`src/rtl/fp_writeback_buffer_pkg.sv`:
```
// Shared types for the FP writeback path: fx5 payload fields and the
// buffered entry layout that writeback also consumes.
package fp_writeback_buffer_pkg;

  localparam int NUM_LANES = 4;
  localparam int LANE_W    = 32;

  typedef logic [NUM_LANES-1:0]             vector_lane_mask_t;
  typedef logic [1:0]                       thread_idx_t;
  typedef logic [1:0]                       subcycle_t;
  typedef logic [NUM_LANES-1:0][LANE_W-1:0] vector_t;

  typedef struct packed {
    logic [6:0] opcode;
    logic [3:0] alu_op;
    logic [4:0] dest_reg;
    logic       dest_is_vector;
    logic       has_dest;
  } decoded_instruction_t;

  typedef struct packed {
    decoded_instruction_t instruction;
    vector_lane_mask_t    mask_value;
    thread_idx_t          thread_idx;
    subcycle_t            subcycle;
    vector_t              result;
  } fp_wb_entry_t;

  localparam int FP_WB_ENTRY_W = $bits(fp_wb_entry_t);

endpackage

```
`src/rtl/fp_writeback_buffer_sync_fifo.sv`:
```
// Generic synchronous FIFO with a separate occupancy counter so full and
// empty are never ambiguous; storage itself is left unreset.
module sync_fifo #(
  parameter int WIDTH = 8,
  parameter int DEPTH = 8
) (
  input  logic                     clk,
  input  logic                     reset,
  input  logic                     push,
  input  logic                     pop,
  input  logic [WIDTH-1:0]         wdata,
  output logic [WIDTH-1:0]         rdata,
  output logic [$clog2(DEPTH):0]   count,
  output logic [$clog2(DEPTH):0]   count_next,
  output logic                     full,
  output logic                     empty
);

  localparam int AW = $clog2(DEPTH);

  logic [WIDTH-1:0] mem_q [DEPTH];
  logic [AW-1:0]    wr_ptr_q, wr_ptr_d;
  logic [AW-1:0]    rd_ptr_q, rd_ptr_d;
  logic [AW:0]      count_q, count_d;
  logic             do_push, do_pop;

  assign empty = (count_q == '0);
  assign full  = (count_q == (AW+1)'(DEPTH));

  // A pop frees a slot in the same cycle, so push-while-full is accepted then
  assign do_pop  = pop && !empty;
  assign do_push = push && (!full || do_pop);

  always_comb begin
    wr_ptr_d = wr_ptr_q;
    rd_ptr_d = rd_ptr_q;
    count_d  = count_q;
    if (do_push) wr_ptr_d = wr_ptr_q + AW'(1);
    if (do_pop)  rd_ptr_d = rd_ptr_q + AW'(1);
    case ({do_push, do_pop})
      2'b10:   count_d = count_q + (AW+1)'(1);
      2'b01:   count_d = count_q - (AW+1)'(1);
      default: count_d = count_q;
    endcase
  end

  always_ff @(posedge clk) begin
    if (reset) begin
      wr_ptr_q <= '0;
      rd_ptr_q <= '0;
      count_q  <= '0;
    end else begin
      wr_ptr_q <= wr_ptr_d;
      rd_ptr_q <= rd_ptr_d;
      count_q  <= count_d;
    end
  end

  always_ff @(posedge clk) begin
    if (!reset && do_push) mem_q[wr_ptr_q] <= wdata;
  end

  assign rdata      = mem_q[rd_ptr_q];
  assign count      = count_q;
  assign count_next = reset ? '0 : count_d;

endmodule

```
`src/rtl/fp_writeback_buffer.sv`:
```
// In-order result buffer between fx5 and writeback, with an early issue
// stall so every in-flight FP instruction is guaranteed a slot.
module fp_writeback_buffer
  import fp_writeback_buffer_pkg::*;
#(
  parameter int DEPTH           = 8,
  parameter int STALL_THRESHOLD = 6
) (
  input  logic                       clk,
  input  logic                       reset,
  input  logic                       fx5_instruction_valid,
  input  decoded_instruction_t       fx5_instruction,
  input  vector_lane_mask_t          fx5_mask_value,
  input  thread_idx_t                fx5_thread_idx,
  input  subcycle_t                  fx5_subcycle,
  input  vector_t                    fx5_result,
  input  logic                       wb_fp_grant,
  output logic                       fpb_instruction_valid,
  output decoded_instruction_t       fpb_instruction,
  output vector_lane_mask_t          fpb_mask_value,
  output thread_idx_t                fpb_thread_idx,
  output subcycle_t                  fpb_subcycle,
  output vector_t                    fpb_result,
  output logic                       fpb_stall_issue,
  output logic [$clog2(DEPTH):0]     fpb_occupancy,
  output logic                       fpb_overflow
);

  localparam int CW = $clog2(DEPTH) + 1;

  fp_wb_entry_t wr_entry;
  fp_wb_entry_t rd_entry;
  fp_wb_entry_t head;
  logic [CW-1:0] count, count_next;
  logic          full, empty;
  logic          stall_q, stall_d;
  logic          overflow_q, overflow_d;

  assign wr_entry = '{
    instruction: fx5_instruction,
    mask_value:  fx5_mask_value,
    thread_idx:  fx5_thread_idx,
    subcycle:    fx5_subcycle,
    result:      fx5_result
  };

  sync_fifo #(
    .WIDTH (FP_WB_ENTRY_W),
    .DEPTH (DEPTH)
  ) u_fifo (
    .clk        (clk),
    .reset      (reset),
    .push       (fx5_instruction_valid),
    .pop        (wb_fp_grant),
    .wdata      (wr_entry),
    .rdata      (rd_entry),
    .count      (count),
    .count_next (count_next),
    .full       (full),
    .empty      (empty)
  );

  always_comb begin
    stall_d    = (int'(count_next) >= DEPTH - STALL_THRESHOLD);
    // Full implies non-empty, so a grant here always frees a slot
    overflow_d = overflow_q ||
                 (fx5_instruction_valid && full && !wb_fp_grant);
  end

  always_ff @(posedge clk) begin
    if (reset) begin
      stall_q    <= 1'b0;
      overflow_q <= 1'b0;
    end else begin
      stall_q    <= stall_d;
      overflow_q <= overflow_d;
    end
  end

  assign head = empty ? '0 : rd_entry;

  assign fpb_instruction_valid = !empty;
  assign fpb_instruction       = head.instruction;
  assign fpb_mask_value        = head.mask_value;
  assign fpb_thread_idx        = head.thread_idx;
  assign fpb_subcycle          = head.subcycle;
  assign fpb_result            = head.result;
  assign fpb_stall_issue       = stall_q;
  assign fpb_occupancy         = count;
  assign fpb_overflow          = overflow_q;

endmodule

```
`config.mk`:
```
export PLATFORM = sky130hd
export DESIGN_NAME = fp_writeback_buffer
export DESIGN_NICKNAME = d
export VERILOG_FILES = /design/src/rtl/fp_writeback_buffer_pkg.sv /design/src/rtl/fp_writeback_buffer_sync_fifo.sv /design/src/rtl/fp_writeback_buffer.sv
export SDC_FILE = /design/constraint.sdc
export NUM_CORES = 1
export LEC_CHECK = 0
export CAP_MARGIN = 15
export CELL_PAD_IN_SITES_DETAIL_PLACEMENT = 0
export CELL_PAD_IN_SITES_GLOBAL_PLACEMENT = 1
export CORE_ASPECT_RATIO = 1.1
export CORE_MARGIN = 2
export CORE_UTILIZATION = 56
export DETAILED_ROUTE_END_ITERATION = 6
export PLACE_DENSITY = 0.92
export SLEW_MARGIN = 20
export SYNTH_ARGS = -nofsm -noshare
export SYNTH_HDL_FRONTEND = slang
export SYNTH_HIERARCHICAL = 1
export SYNTH_SLANG_ARGS = --single-unit
```
`constraint.sdc`:
```
create_clock -name clk -period 52.9 [get_ports clk]
set_input_delay 10.58 -clock clk [delete_from_list [all_inputs] [get_ports clk]]
set_output_delay 10.58 -clock clk [all_outputs]
set_load 0.1 [all_outputs]
```
==> results.py, run 1 <==
metrics = {
    "logic_synthesis": {
        "synth_cells": 2040,
        "syn_area_um2": 47980,
        "postSynthAreaPerCell_um2": 23.52,
        "yosysSeqAreaShare": 0.7772,
        "ys_warn_count": 6,
        "yosys.area.top_type_share": 0.7710,
        "yosysTopAreaCell": "edfxtp_1",
        "syn_nets": 2203,
        "synth.area.top_cells": "edfxtp_1 77%, mux4_2 14%, mux2_2 3.6%, nor2b_1 2.0%, buf_2 0.64%",
        "synthArstFlopShare": 0,
        "synth_edf_count": 1232,
        "netlist-cell-type-count": 37,
        "ys.flop_type": "edfxtp_1",
        "yosys-top-cells-count": "1232 x edfxtp_1, 308 x mux4_2, 154 x mux2_2, 154 x nor2b_1, 61 x buf_2",
        "synth_seq_cells": 1247,
        "yosysMostFrequentCell": "edfxtp_1",
    },
    "route": {
        "final_antenna_net_count": 0,
        "drt_pass1_iterations": 5,
        "drc": 0,
        "drt_iter0_drc": 2261,
        "drt-total-wl_um": 100500,
        "viasPerCell": 6.024,
        "dr_total_vias": 22012,
        "routedWlPerCell_um": 27.51,
    },
    "clock_tree": {
        "post_cts_buffers": 0,
        "post_cts_resized": 0,
        "tritoncts": "built",
        "cts_sinks": 1247,
        "h-tree-depth": 3,
        "postCtsHoldBufs": 0,
        "cts_buffers": 116,
        "root_buffer": "clkbuf_16",
        "clock_latency_ps": 690,
        "path_clk_slew_ps": 60,
        "clk_path_buf_depth": 3,
    },
    "finish": {
        "fin_util": 0.6613,
        "final_nets": 2573,
        "synthToLayoutAreaGrowth_pct": 17.04,
        "drive_gt1_frac": 0.2684,
    },
    "timing": {
        "fmax_ghz": 0.05824,
        "skew_ps": 19.78,
        "rsz0062_at_grt": "no",
        "setup_viol": 0,
        "layout_min_cycle_time_ps": 17170,
        "worst_slew_pin_slew_ps": 1157,
        "final-hold-violation-count": 0,
        "setup_tns_ps": 0,
        "relSlewSlack": 0.2287,
        "holdWs_ps": 468.4,
        "min_period_over_period": 0.3246,
        "drv_slew": 0,
    },
    "power_and_ir_drop": {
        "sequentialPowerShare": 0.369,
        "switching_share": 0.3781,
        "ir_drop_uv": 79.75,
        "power-per-cell-area_nw_per_um2": 54.07,
        "power_mw": 3.037,
        "p_leak_nw": 17.19,
        "p_sw_mw": 1.148,
        "p_int_mw": 1.889,
        "combPwrFrac": 0.366,
        "power.share.clock": 0.265,
    },
    "critical_path": {
        "cp.arrival_ps": 6590,
        "worst-r2r-setup-slack_ps": 48930,
        "cp_slowest_cell": "clkdlybuf4s50_1",
        "r2r_end": "u_fifo/mem_q[3][67]",
        "crit_path_max_incr_delay_ps": 1040,
        "cp_data_required_time_ps": 42320,
        "startpoint_type": "register",
        "crit_family": "buffers and inverters",
        "path_cells": "buf_4 > buf_6 > buf_4 > buf_4 > mux4_2 > mux2_2 > nor2b_1 > clkdlybuf4s50_1",
        "reg2reg_depth": 5,
        "cp_max_fo": 52,
        "crit_buf_inv": 5,
        "critPathMostFrequentCell": "buf_4",
        "path_class": "reg -> out",
        "end_kind": "output pin",
        "worstReg2RegStart": "u_fifo/count[0]",
    },
    "floorplan": {
        "std_cell_rows": 112,
        "die_x_um": 283.1,
        "start_util": 0.5650,
        "coreArea_um2": 84920,
        "die-area_um2": 88050,
        "die_h_um": 311.0,
        "io_pins": 319,
    },
    "grt": {
        "antenna_found_initial": 24,
        "grt_overflow_total": 0,
        "grt_pass1_wl_um": 150700,
        "grt_pass1_vias": 23619,
        "grt.met3_usage": 0.04802,
        "grt_usage": 0.2311,
        "grt_max_degree": 134,
        "grt_use_met1": 0.3042,
        "busiest_layer": "met2",
        "grt_use_met2": 0.3929,
    },
    "flow_run": {
        "cap_violations": 0,
    },
    "placement": {
        "place_congestion": 0.7300,
        "dp_hpwl_um": 52820,
        "portBuffers": 318,
    },
    "worst_hold_path": {
        "hp-start": "fpb_overflow",
        "hold_path_depth": 2,
        "hold_path_class": "reg -> reg",
        "min_to": "fpb_overflow",
    },
    "outcome": {
        "status": "finished clean",
    },
}
==> registers in the layout, summed over array words and instances, names as in the netlist, named ones only <==
name             flops
u_fifo/rd_ptr_q      3
fpb_stall_issue      1
u_fifo/count         4
fpb_overflow         1
u_fifo/wr_ptr_q      3
u_fifo/mem_q      1232
==> how the worst max path moves through the flow <==
stage                           from  cells after the start  slack [ps]                  to
2_1_floorplan  fx5_instruction_valid                      4       26030  u_fifo/mem_q[0][0]
3_3_place_gp                register                      8       35530      fpb_result[77]
3_5_place_dp                register                      8       35360      fpb_result[80]
4_1_cts                     register                      8       34640      fpb_result[80]
5_1_grt                     register                      8       35150      fpb_result[71]
6_report                    register                      8       35730      fpb_result[83]
==> tightest hold or removal path, cell delays in order, from the launching register on <==
cell,delay [ps]
dfxtp_1,320
inv_1,50
a21oi_1,50
==> cells by family (layout without fill, tap and decap cells) <==
group	after synthesis	in the layout	synth area share
mux	465	465	0.1813
compound gates	16	16	0.002347
xor+xnor	6	6	0.001095
flops	1247	1247	0.7772
buf+inv	108	572	0.01241
other cells	0	10	0
simple gates	193	193	0.02412
fa+ha+maj	5	5	0.001460
==> layout make-up <==
class	count	area (um2)
fillers	5223	28760
diodes	10	25.02
well taps	1140	1426
repair buffers	358	3577
flip-flops and latches	1247	37310
inverters	2	7.507
clock inverters	58	545.5
clock buffers	154	3119
multi-input cells	685	10150
==> per-stage QoR <==
stage | cell area [um2] | setup slack [ps] | instances
after detailed placement | 52390 | 35360 | 3429
after CTS | 56060 | 34640 | 3641
final | 56160 | 35730 | 3654
after floorplan | 47980 | 26030 | 2040
after global placement | 52390 | 35530 | 3429
after global routing | 56150 | 35150 | 3651
==> metal layers <==
| layer | vias to the layer above | part of all wire |
|---|---|---|
| met5 | - | 0.0017 |
| met4 | 28 | 0.023 |
| met3 | 176 | 0.073 |
| met2 | 898 | 0.52 |
| met1 | 11626 | 0.39 |
| li1 | 9284 | - |
==> layout by cell type, fill, tap and decap left out, types with 3 or more instances in the layout <==
cell type / n
ha_1: 4
clkbuf_16: 119
a21oi_1: 4
nand3b_1: 3
nor2_1: 13
nor2_4: 5
nand2b_1: 3
dfxtp_1: 12
buf_12: 3
diode_2: 10
mux2_2: 154
bufinv_16: 11
nor2b_1: 154
xor2_1: 3
clkbuf_1: 34
mux2i_1: 3
clkdlybuf4s50_1: 316
dfxtp_4: 3
buf_16: 3
clkinv_1: 24
edfxtp_1: 1232
mux4_2: 308
xnor2_1: 3
o211ai_1: 3
buf_4: 34
clkinv_2: 20
==> power by group through the flow <==
stage | registers (mW) | clock network [mW] | logic, mW
floorplan | 1.15 | 0 | 0.861
global placement | 1.15 | 0 | 1.10
detailed placement | 1.15 | 0 | 1.11
CTS | 1.13 | 0.818 | 1.11
global route | 1.12 | 0.854 | 1.15
finish | 1.12 | 0.803 | 1.11
Note: power is estimated with default switching activity, not from simulation.
==> run 2: changes to the inputs <==
- CORE_UTILIZATION: 56 -> 47
- PLACE_DENSITY: 0.92 -> 0.83
- clock period: 52.9 -> 14 ns (I/O delays scaled with it)
==> run 2 against run 1 <==
Clock power grew to 4.0 times the previous value; count of clock-buffer cells in the layout down 15; clock skew is 6.2 ps lower; worst hold slack got worse by 12 ps; critical path depth down 1; sequential power rose to 3.8 times the previous value; largest cell class unchanged; sequential cell count stayed put.
==> results.py, run 2 (same netlist as run 1, synthesis figures left out) <==
metrics = {
    "timing": {
        "holdWs_ps": 456.5,
        "rsz0062_at_grt": "no",
        "final-hold-violation-count": 0,
        "drv_slew": 0,
        "min_period_over_period": 0.5732,
        "worst_slew_pin_slew_ps": 1265,
        "relSlewSlack": 0.1564,
        "setup_tns_ps": 0,
        "layout_min_cycle_time_ps": 8025,
        "fmax_ghz": 0.1246,
        "setup_viol": 0,
        "skew_ps": 13.59,
    },
    "critical_path": {
        "cp_max_fo": 108,
        "cp.arrival_ps": 5220,
        "end_kind": "output pin",
        "cp_data_required_time_ps": 11200,
        "path_class": "reg -> out",
        "startpoint_type": "register",
    },
    "finish": {
        "synthToLayoutAreaGrowth_pct": 18.28,
        "layout_common_cells": "1232 x edfxtp_1, 316 x clkdlybuf4s50_1, 308 x mux4_2",
        "fin_util": 0.5625,
        "layout_commonest_cell": "edfxtp_1",
        "largest_register_ffs": 1232,
        "regMostFlops": "u_fifo/mem_q",
        "n_fill_cell": 7230,
        "final_cells": 3881,
        "drive_gt1_frac": 0.2754,
        "final_nets": 2568,
    },
    "power_and_ir_drop": {
        "power-per-cell-area_nw_per_um2": 205.5,
        "ir_drop_uv": 248.3,
        "power_mw": 11.66,
        "p_leak_nw": 17.30,
    },
    "route": {
        "dr_total_vias": 21721,
        "drc": 0,
        "drt-total-wl_um": 100200,
        "routedWlPerCell_um": 25.82,
        "viasPerCell": 5.597,
        "drt_iter0_drc": 1912,
        "final_antenna_net_count": 0,
        "drt_pass1_iterations": 5,
    },
    "clock_tree": {
        "cts_buffers": 119,
        "tritoncts": "built",
        "root_buffer": "clkbuf_16",
        "cts_sinks": 1247,
        "clk_path_buf_depth": 3,
        "post_cts_resized": 0,
        "path_clk_slew_ps": 60,
        "postCtsHoldBufs": 0,
        "post_cts_buffers": 0,
        "h-tree-depth": 3,
        "clock_latency_ps": 710,
    },
    "floorplan": {
        "std_cell_rows": 122,
        "die_x_um": 308.7,
        "io_pins": 319,
        "die_h_um": 339.1,
        "die-area_um2": 104700,
        "coreArea_um2": 100900,
        "start_util": 0.4756,
    },
    "outcome": {
        "status": "finished clean",
    },
    "grt": {
        "antenna_found_initial": 26,
        "grt_pass1_wl_um": 149200,
        "grt_max_degree": 163,
        "grt_usage": 0.1939,
        "grt_pass1_vias": 23422,
        "grt_overflow_total": 0,
    },
    "placement": {
        "portBuffers": 318,
        "dp_hpwl_um": 52320,
        "dp.cells": 3646,
        "place_congestion": 0.7047,
    },
    "worst_hold_path": {
        "hold_path_class": "reg -> reg",
    },
    "flow_run": {
        "cap_violations": 0,
    },
}
run 2: changes by cell type in the layout (fill, tap and decap cells not counted), moves of 4 or more:
cell | previous run | this run
clkbuf_1 | 34 | 20
buf_4 | 34 | 21
inv_6 | 1 | 6
clkinv_8 | 0 | 4
bufinv_16 | 11 | 17
clkinvlp_4 | 1 | 7
buf_12 | 3 | 9
clkinv_2 | 20 | 27
run 2: final cells by class:
| cell class | count | area [um2] | share of cell area |
|---|---|---|---|
| antenna | 8 | 20.02 | 0.0003527 |
| clock buffer | 139 | 3053 | 0.05379 |
| clock inverter | 86 | 914.6 | 0.01611 |
| inverter | 2 | 7.507 | 0.0001323 |
| multi-input combinational | 685 | 10180 | 0.1794 |
| sequential | 1247 | 37310 | 0.6573 |
| tap | 1364 | 1707 | 0.03007 |
| timing repair buffer | 350 | 3566 | 0.06283 |
run 2: critical path, cell delays in order (launching register included):
cell	delay, ps
dfxtp_4	620
buf_16	310
buf_4	590
buf_12	680
mux4_2	610
mux2_2	270
nor2b_1	170
clkdlybuf4s50_1	1030
run 2: per-layer routing:
metal  track usage  up-vias  part of all wire  wire [um]
met4       0.05366       38             0.020       1994
met2        0.3348      606              0.52      51680
li1              -     9299                 -          -
met3       0.05445      169             0.073       7359
met5             0        -            0.0025        254
met1        0.2392    11609              0.39      38910
run 2: path summary, 6_finish.rpt:
| check | start | end | slack [ps] | cells past startpoint |
|---|---|---|---|---|
| worst max-delay path | register | fpb_result[89] | 5980 | 7 |
| worst min-delay path | fpb_overflow | fpb_overflow | 460 | 2 |
| worst max register to register | u_fifo/count[0] | u_fifo/mem_q[6][16] | 9940 | 6 |
| worst min register to register | fpb_overflow | fpb_overflow | 460 | 2 |
run 2: where the power goes:
group / internal, mW / switching [mW] / total (mW)
clock network: 1.87 / 1.35 / 3.22
logic: 1.21 / 3.00 / 4.21
registers: 4.18 / 0.0481 / 4.23
total: 7.26 / 4.40 / 11.7
run 2: per-stage QoR:
stage / setup WS [ps] / instance area [um2]
CTS: 5572 / 56680
global route: 5598 / 56750
detailed placement: 6332 / 52720
finish: 5975 / 56760
floorplan: 1457 / 48010
global placement: 6386 / 52730
==> variant (settings of run 2) <==
`DEPTH` is set to 8 in 2 places; all go to 4.
--- a/src/rtl/fp_writeback_buffer_sync_fifo.sv
+++ b/src/rtl/fp_writeback_buffer_sync_fifo.sv
@@ -3,5 +3,5 @@
 module sync_fifo #(
   parameter int WIDTH = 8,
-  parameter int DEPTH = 8
+  parameter int DEPTH = 4
 ) (
   input  logic                     clk,
--- a/src/rtl/fp_writeback_buffer.sv
+++ b/src/rtl/fp_writeback_buffer.sv
@@ -4,5 +4,5 @@
   import fp_writeback_buffer_pkg::*;
 #(
-  parameter int DEPTH           = 8,
+  parameter int DEPTH           = 4,
   parameter int STALL_THRESHOLD = 6
 ) (
Interface: changed (resized fpb_occupancy); port bits go from 319 to 318. The function was not compared with the original's and may differ.
==> variant against run 2 <==
  * Area after synthesis down 50%
  * Clock skew up 8.8 ps
  * Wire length fell by 54%
  * Total power down 42%
  * Sequential cell count decreased by 620
  * Combinational power decreased by 28%
  * Worst setup slack better by 530 ps
  * Die area down 50%
  * Core utilization up 2.9 points
  * Cell area decreased by 48%
  * Non-clock buffer count is 15 lower
  * Largest cell class unchanged
  * First-iteration DRC count fell by 59%
  * Register-to-register slack improved by 540 ps
==> variant: results (changes against run 2) <==
- First drt pass iteration count: 4 (-1)
- Wire per inst: 22.2 um (-14%)
- GRT Resource Usage Total: 0.178 (-0.0158)
- IO buf count: 317 (-0.31%)
- Mux share of post-synthesis cell area: 0.147 (-0.0339)
- EDFF count, synth: 616 (-50%)
- Placer Congestion: 0.722 (+2.4%)
- Max VDD drop: 0.272 mV (+9.7%)
- Top cells by count, synth: 616 x edfxtp_1, 154 x mux4_2, 154 x nor2b_1
- Met1 Track Usage GR: 0.242 (+0.00312)
- Reg-to-Reg End: u_fifo/mem_q[0][122]$_DFFE_PP_
- Adder-cell share of the synthesized area: 0.00348 (+0.00202)
- First-pass GRT wire length: 69500 um (-53%)
- Post-Synth XOR/XNOR Area: 0.00111 (+0.0000109)
- Complex-gate fraction of the synthesized area: 0.00190 (-0.000451)
- Register area share after synthesis: 0.788 (+0.0107)
- Clock Tree Buf Depth: 3 (unchanged)
- Clk_skew: 22.4 ps (+8.79 ps)
- Share of layout cells above drive strength 1: 0.186 (-0.0893)
- Pin count of the biggest net entering global routing: 158 (-3.1%)
- Top sig layer: met5
- Distinct cells, synth: 28 (-24%)
- WHS Path Cells: 1 (-1)
- Post-DP Area: 27600 um2 (-48%)
- Synth area leaders: edfxtp_1 78%, mux4_2 15%, nor2b_1 4.1%
- Worst slew pin tran: 1150 ps (-112 ps)
- Syn_nets: 1195 (-46%)
- Max reg flops: 616 (-50%)
- Number of antenna violations at the first check in global routing: 11 (-58%)
- Vias in the first global route: 11600 (-50%)
- Critical Path Sink: fpb_result[116]
- NumNets Final: 1539 (-40%)
- CP peak stage delay: 1190 ps (+160 ps)
- Post-DP HPWL: 26600 um (-49%)
- Status: finished, final reports clean
- Worst hold slack: 482 ps (+25.7 ps)
- GR Util met2: 0.283 (-0.0516)
- CTS buffer count: 59 (-50%)
- Met2 wire length: 22800 um (-56%)
- Critical path peak fanout: 47 (-56%)
- Leak Pwr: 9.19 nW (-47%)
- Worst R2R Setup Slack: 10480 ps (+540 ps)
- Max H-tree Level: 2 (-1)
- Met3 global-route usage: 0.0467 (-0.00772)
- DR WL met3: 3250 um (-56%)
- DR iter-0 viols: 783 (-59%)
- Vias per Instance: 5.34 (-4.5%)
- Met1 WL: 19000 um (-51%)
- Clock Latency Late Sink: 600 ps (-110 ps)
variant: changes by cell type in the layout (fill, tap and decap cells not counted), moves of 6 or more:
cell       change
buf_12         -8
bufinv_16      -9
clkbuf_1      -10
clkbuf_16     -60
clkinv_1       -8
clkinv_2      -15
edfxtp_1     -616
mux2_2       -154
mux4_2       -154
nor2_1         -6
variant: power by group:
group	switching [mW]	total [mW]	internal, mW
combinational	2.22	3.03	0.810
sequential	0.0438	2.19	2.15
clock	0.646	1.56	0.917
variant: metrics by stage:
stage,TNS (ps),power [mW],worst slack [ps],cells
global route,0,7.02,6080,2088
detailed placement,0,5.29,6910,1974
CTS,0,6.87,6250,2084
floorplan,-688320,4.64,-1120,1031
finish,0,6.78,6510,2089
global placement,0,5.28,6920,1974
variant: cell type report:
cell class | count | area, um2
inverter | 7 | 26.3
fill | 3617 | 20500
multi-input combinational | 345 | 4750
tap | 660 | 826
timing repair buffer | 335 | 3320
antenna | 5 | 12.5
clock buffer | 69 | 1510
clock inverter | 41 | 400
sequential | 627 | 18700
